File: src/rtl/dot_product_accumulator.sv
// dot_product_accumulator: streaming multiply-accumulate over valid/ready, one term per cycle.
// Optional build macro DOTACC_SATURATE_EN clamps the accumulator instead of wrapping on overflow.
`default_nettype none

module unsigned_parallel_multiplier #(
  parameter int W = 4
) (
  input  logic [W-1:0]   a,
  input  logic [W-1:0]   b,
  output logic [2*W-1:0] product,
  output logic           carry_out
);
  logic [2*W:0] partial_sum [0:W];

  assign partial_sum[0] = '0;

  for (genvar i = 0; i < W; i++) begin : g_row
    assign partial_sum[i+1] = partial_sum[i] + ({{(W+1){1'b0}}, a & {W{b[i]}}} << i);
  end

  assign product   = partial_sum[W][2*W-1:0];
  assign carry_out = partial_sum[W][2*W];
endmodule

module dot_product_accumulator #(
  parameter int W     = 4,
  parameter int N     = 8,
  parameter int ACC_W = 10
) (
  input  logic                     clk,
  input  logic                     rst,
  input  logic                     in_valid,
  output logic                     in_ready,
  input  logic [W-1:0]             in_x,
  input  logic [W-1:0]             in_y,
  input  logic                     in_last,
  output logic                     out_valid,
  input  logic                     out_ready,
  output logic [ACC_W-1:0]         out_acc,
  output logic [$clog2(N+1)-1:0]   out_count,
  output logic                     out_ovf
);
  localparam int CW = $clog2(N+1);

  typedef enum logic [1:0] {
    ACC   = 2'd0,
    DRAIN = 2'd1,
    HOLD  = 2'd2
  } state_t;

  state_t           state, state_next;
  logic [W-1:0]     x_r, y_r;
  logic             last_r, s1_valid;
  logic [ACC_W-1:0] acc;
  logic [CW-1:0]    count;
  logic             ovf;

  logic             accept, beat_last, handshake;
  logic [CW-1:0]    seen;
  logic [2*W-1:0]   product;
  logic             mult_unused_carry;
  logic [ACC_W:0]   sum;

  assign in_ready  = (state == ACC) && !rst;
  assign out_valid = (state == HOLD);
  assign accept    = in_valid && in_ready;
  assign handshake = out_valid && out_ready;

  // Terms accepted so far: those already accumulated plus the one sitting in stage 1.
  assign seen      = count + CW'(s1_valid);
  assign beat_last = in_last || (seen == CW'(N-1));

  unsigned_parallel_multiplier #(.W(W)) u_mult (
    .a         (x_r),
    .b         (y_r),
    .product   (product),
    .carry_out (mult_unused_carry)
  );

  assign sum = {1'b0, acc} + {{(ACC_W+1-2*W){1'b0}}, product};

  always_ff @(posedge clk or posedge rst) begin
    if (rst) begin
      s1_valid <= 1'b0;
      x_r      <= '0;
      y_r      <= '0;
      last_r   <= 1'b0;
    end else begin
      s1_valid <= accept;
      if (accept) begin
        x_r    <= in_x;
        y_r    <= in_y;
        last_r <= beat_last;
      end
    end
  end

  always_ff @(posedge clk or posedge rst) begin
    if (rst) begin
      acc   <= '0;
      count <= '0;
      ovf   <= 1'b0;
    end else if (handshake) begin
      acc   <= '0;
      count <= '0;
      ovf   <= 1'b0;
    end else if (s1_valid) begin
      count <= count + CW'(1);
      if (sum[ACC_W]) ovf <= 1'b1;
`ifdef DOTACC_SATURATE_EN
      acc <= sum[ACC_W] ? {ACC_W{1'b1}} : sum[ACC_W-1:0];
`else
      acc <= sum[ACC_W-1:0];
`endif
    end
  end

  always_ff @(posedge clk or posedge rst) begin
    if (rst) state <= ACC;
    else     state <= state_next;
  end

  always_comb begin
    state_next = state;
    case (state)
      ACC:     if (accept && beat_last) state_next = DRAIN;
      // Leave once the final term has left stage 1 and been summed.
      DRAIN:   if (!(s1_valid && last_r)) state_next = HOLD;
      HOLD:    if (out_ready) state_next = ACC;
      default: state_next = ACC;
    endcase
  end

  assign out_acc   = acc;
  assign out_count = count;
  assign out_ovf   = ovf;
endmodule

`default_nettype wire

File: config.mk
export PLATFORM = sky130hd
export DESIGN_NAME = dot_product_accumulator
export DESIGN_NICKNAME = d
export VERILOG_FILES = /design/src/rtl/dot_product_accumulator.sv
export SDC_FILE = /design/constraint.sdc
export NUM_CORES = 1
export LEC_CHECK = 0
export BUFFER_PORTS_ARGS = -buffer_cell sky130_fd_sc_hd__buf_2
export CAP_MARGIN = 10
export CORE_UTILIZATION = 43
export CTS_CLUSTER_SIZE = 8
export DETAILED_ROUTE_END_ITERATION = 10
export GPL_TIMING_DRIVEN = 0
export PLACE_DENSITY = 0.66
export SLEW_MARGIN = 20
export SYNTH_ARGS = -nofsm -noshare
export SYNTH_HDL_FRONTEND = slang
export SYNTH_SLANG_ARGS = --single-unit
File: constraint.sdc
create_clock -name clk -period 3.3 [get_ports clk]
set_input_delay 0.165 -clock clk [delete_from_list [all_inputs] [get_ports clk]]
set_output_delay 0.165 -clock clk [all_outputs]
set_load 0.01 [all_outputs]
==> out/qor.yml <==
layout:
  final-instance-count-excl-fill: 268
  fillerInstances: 372
  stdcell_area_um2: 2260
  diodes: 0
  multiInputGateArea_um2: 1180
  seq_area_um2: 676
  layout.nets: 264
  drive_above_1_share_pct: 29.8
  area_delta_synth_final_pct: 18.6
critical_path:
  startpoint_type: "flip-flop"
  crit_path_top_delay_cell: "fa_1"
  path_buf_inv: 3
  cpLargestDelayFamily: "adder cells"
  required_ns: 3.50
  path_class: "flip-flop to flip-flop"
  cp_cell_sequence: "buf_4, nand2_1, fa_1, fa_2, fa_1, inv_2, ha_4, inv_2, fa_2, nor2b_4, o2111ai_2, and4b_1, nor3_2"
  max_stage_delay_ns: 0.49
  endpoint_kind: "flip-flop"
  critPathMaxFanout: 3
  crit_arrival_ns: 3.51
cts:
  cts.clk_slew.worst_paths_ns: 0.10
  cts_num_sinks: 27
  cts-buffers-inserted: 3
  cts_tree: "done"
  cts_buffer_depth: 2
  cts_root_buffer: "clkbuf_8"
  htree_levels: 1
  clkLatencyLatePin_ns: 0.27
  ctsHoldBuffers: 0
die:
  fp.dieH_um: 68.6
  fp.coreArea_um2: 4120
  initial_core_util_pct: 46.4
  die_w_um: 68.6
  die_area_um2: 4710
  pin_count: 30
  num_rows: 23
placed_design:
  dpl_cell_area_um2: 2120
  place_congestion: 0.810
  io_buffers: 29
  dp_hpwl_um: 2930
  dp_cells: 256
timing:
  fin_ws_ns: -0.00455
  timing.fmax_mhz: 303
  whs_ns: -0.0350
  finalCritPeriodShare_pct: 100
  rsz0062_at_grt: "yes"
  hold_viol_final: 27
  tightest_slew_ns: 0.597
  min_period_ns: 3.30
  finalSetupViolations: 1
  slew_headroom_pct: 60.2
  setup_tns_ns: -0.00455
  final-max-slew-violation-count: 0
  skew_ns: 0.00550
power:
  p_per_area_nw_per_um2: 1080
  peakVddDrop_v: 0.000348
  power_leakage_nw: 1.16
logic_synthesis:
  synth_edf_count: 0
  synth_seq_cells: 27
  synthArstFlopShare_pct: 100
  ys_seq_area_share_pct: 35.4
  yosys-top-cells-area: "dfrtp_1 (35%), ha_1 (14%), fa_1 (10%)"
  synth_area_leader_cell: "dfrtp_1"
  netlist.area_leader.share_pct: 35.4
  synth_fp_nets: 222
  netlist-cell-type-count: 36
  synth_ff_type: "dfrtp_1"
  syn-cell-area_um2: 1910
  synth.avg_cell_area_um2: 10.8
  syn_inst: 177
  synth_common_cells: "dfrtp_1 (27), ha_1 (22), inv_1 (16)"
  synth.most_common_cell: "dfrtp_1"
  synthesis.yosys.warnings: 0
run_status:
  status: "finished, violations left"
  violations: "hold timing, setup timing"
detailed_routing:
  wire_per_inst_um: 14.9
  vias: 1414
  drtIter0Drc: 81
  drc: 0
  drt.antenna.violating_nets: 0
  vias_per_cell: 5.28
  detail_route.wirelength_um: 3980
  dr.pass1.iters: 4
grt:
  grt_max_degree: 28
  grt_use_total_pct: 18.7
  grt_pass1_vias: 1351
  grt-ovfl-total: 0
  grt_pass1_wl_um: 6380
  grt_antenna_before_repair: 0
flow_run:
  maxCapViolations: 0
hold_path:
  min_path_type: "primary input to async pin"
## through the flow
step / power (mW) / utilization, % / setup slack [ns]
2_1_floorplan: 1.69 / - / 0.00451
3_3_place_gp: 1.98 / 51.5 / -0.165
3_5_place_dp: 2.06 / 51.5 / -0.251
4_1_cts: 2.36 / 54.5 / -0.0274
5_1_grt: 2.71 / 55.0 / -0.177
6_report: 2.44 / 55.0 / -0.00455
## repair_timing
action | CTS | global route
pin swaps | 8 | 8
resized for setup | 4 | 6
setup endpoints to repair | 3 | 6
buffers inserted | 8 | 0
## cell type report
class | instances | area share [%]
buffer | 4 | 1.16
inverter | 16 | 2.65
sequential | 27 | 29.9
clock buffer | 4 | 1.99
tap | 50 | 2.76
timing repair buffer | 37 | 9.23
multi-input combinational | 130 | 52.3
## worst reg2reg max path: stages (launching register included)
cell	delay, ns
dfrtp_1	0.42
buf_4	0.15
nand2_1	0.07
fa_1	0.45
fa_2	0.43
fa_1	0.49
inv_2	0.08
ha_4	0.14
inv_2	0.04
fa_2	0.41
nor2b_4	0.14
o2111ai_2	0.12
and4b_1	0.21
nor3_2	0.10
## layout by cell type, fill, tap and decap left out, types with 2 or more instances in the layout
| cell | instances |
|---|---|
| a21oi_1 | 8 |
| xnor2_1 | 3 |
| mux2_4 | 6 |
| nor2b_1 | 2 |
| xor2_1 | 3 |
| inv_1 | 13 |
| fa_1 | 8 |
| buf_6 | 2 |
| mux2i_1 | 6 |
| clkbuf_8 | 3 |
| inv_2 | 3 |
| nor2_1 | 12 |
| o21ai_0 | 4 |
| nand2_1 | 13 |
| mux2_2 | 2 |
| and2_1 | 11 |
| a211oi_1 | 2 |
| a21o_1 | 3 |
| o21ai_1 | 2 |
| buf_2 | 32 |
| dfrtp_1 | 27 |
| fa_2 | 2 |
| buf_4 | 7 |
| nand2b_1 | 2 |
| nor3_2 | 2 |
| ha_1 | 21 |
| and4b_1 | 2 |
## registers in the layout, indices dropped and copies added (netlist names)
| register | cells |
|---|---|
| out_acc | 10 |
| out_count | 4 |
| x_r | 4 |
| y_r | 4 |
| state | 2 |
| last_r | 1 |
| out_ovf | 1 |
| s1_valid | 1 |
## logic make-up (layout without fill, tap and decap cells)
kind of cell | Yosys count | after routing | synth area share (%)
XOR/XNOR | 6 | 6 | 2.75
AND/OR/NAND/NOR | 53 | 53 | 15.0
flip-flops | 27 | 27 | 35.4
adder cells (fa/ha/maj) | 32 | 32 | 24.9
multiplexers | 14 | 14 | 9.05
AO/OA/AOI/OAI | 25 | 25 | 8.33
buffers and inverters | 20 | 61 | 4.52
## layer usage
metal	track usage [%]	share of wire [%]
met4	5.21	1.4
met5	0	0
met3	1.97	2.1
met2	28.3	48
met1	28.2	49
## final timing paths
| check | start | endpoint | slack [ns] | cells after the start |
|---|---|---|---|---|
| setup / recovery | x_r[0]$_DFFE_PP0P_ | out_acc[9]$_DFFE_PP0P_ | -0.005 | 13 |
| min in group clk | out_ready | state[1]$_DFFE_PP0P_ | 0.11 | 2 |
| max in group asynchronous | rst | out_acc[3]$_DFFE_PP0P_ | 2.94 | 2 |
| hold / removal | rst | state[1]$_DFFE_PP0P_ | -0.04 | 2 |
| setup reg to reg | x_r[0]$_DFFE_PP0P_ | out_acc[9]$_DFFE_PP0P_ | -0.005 | 13 |
| hold reg to reg | out_acc[0]$_DFFE_PP0P_ | out_acc[0]$_DFFE_PP0P_ | 0.56 | 2 |
## where the power goes
part | internal (mW) | switching, mW | total [mW]
registers | 0.455 | 0.131 | 0.586
logic | 0.811 | 0.849 | 1.66
clock network | 0.0865 | 0.107 | 0.193
No activity file was read; power rests on OpenSTA's default activity.
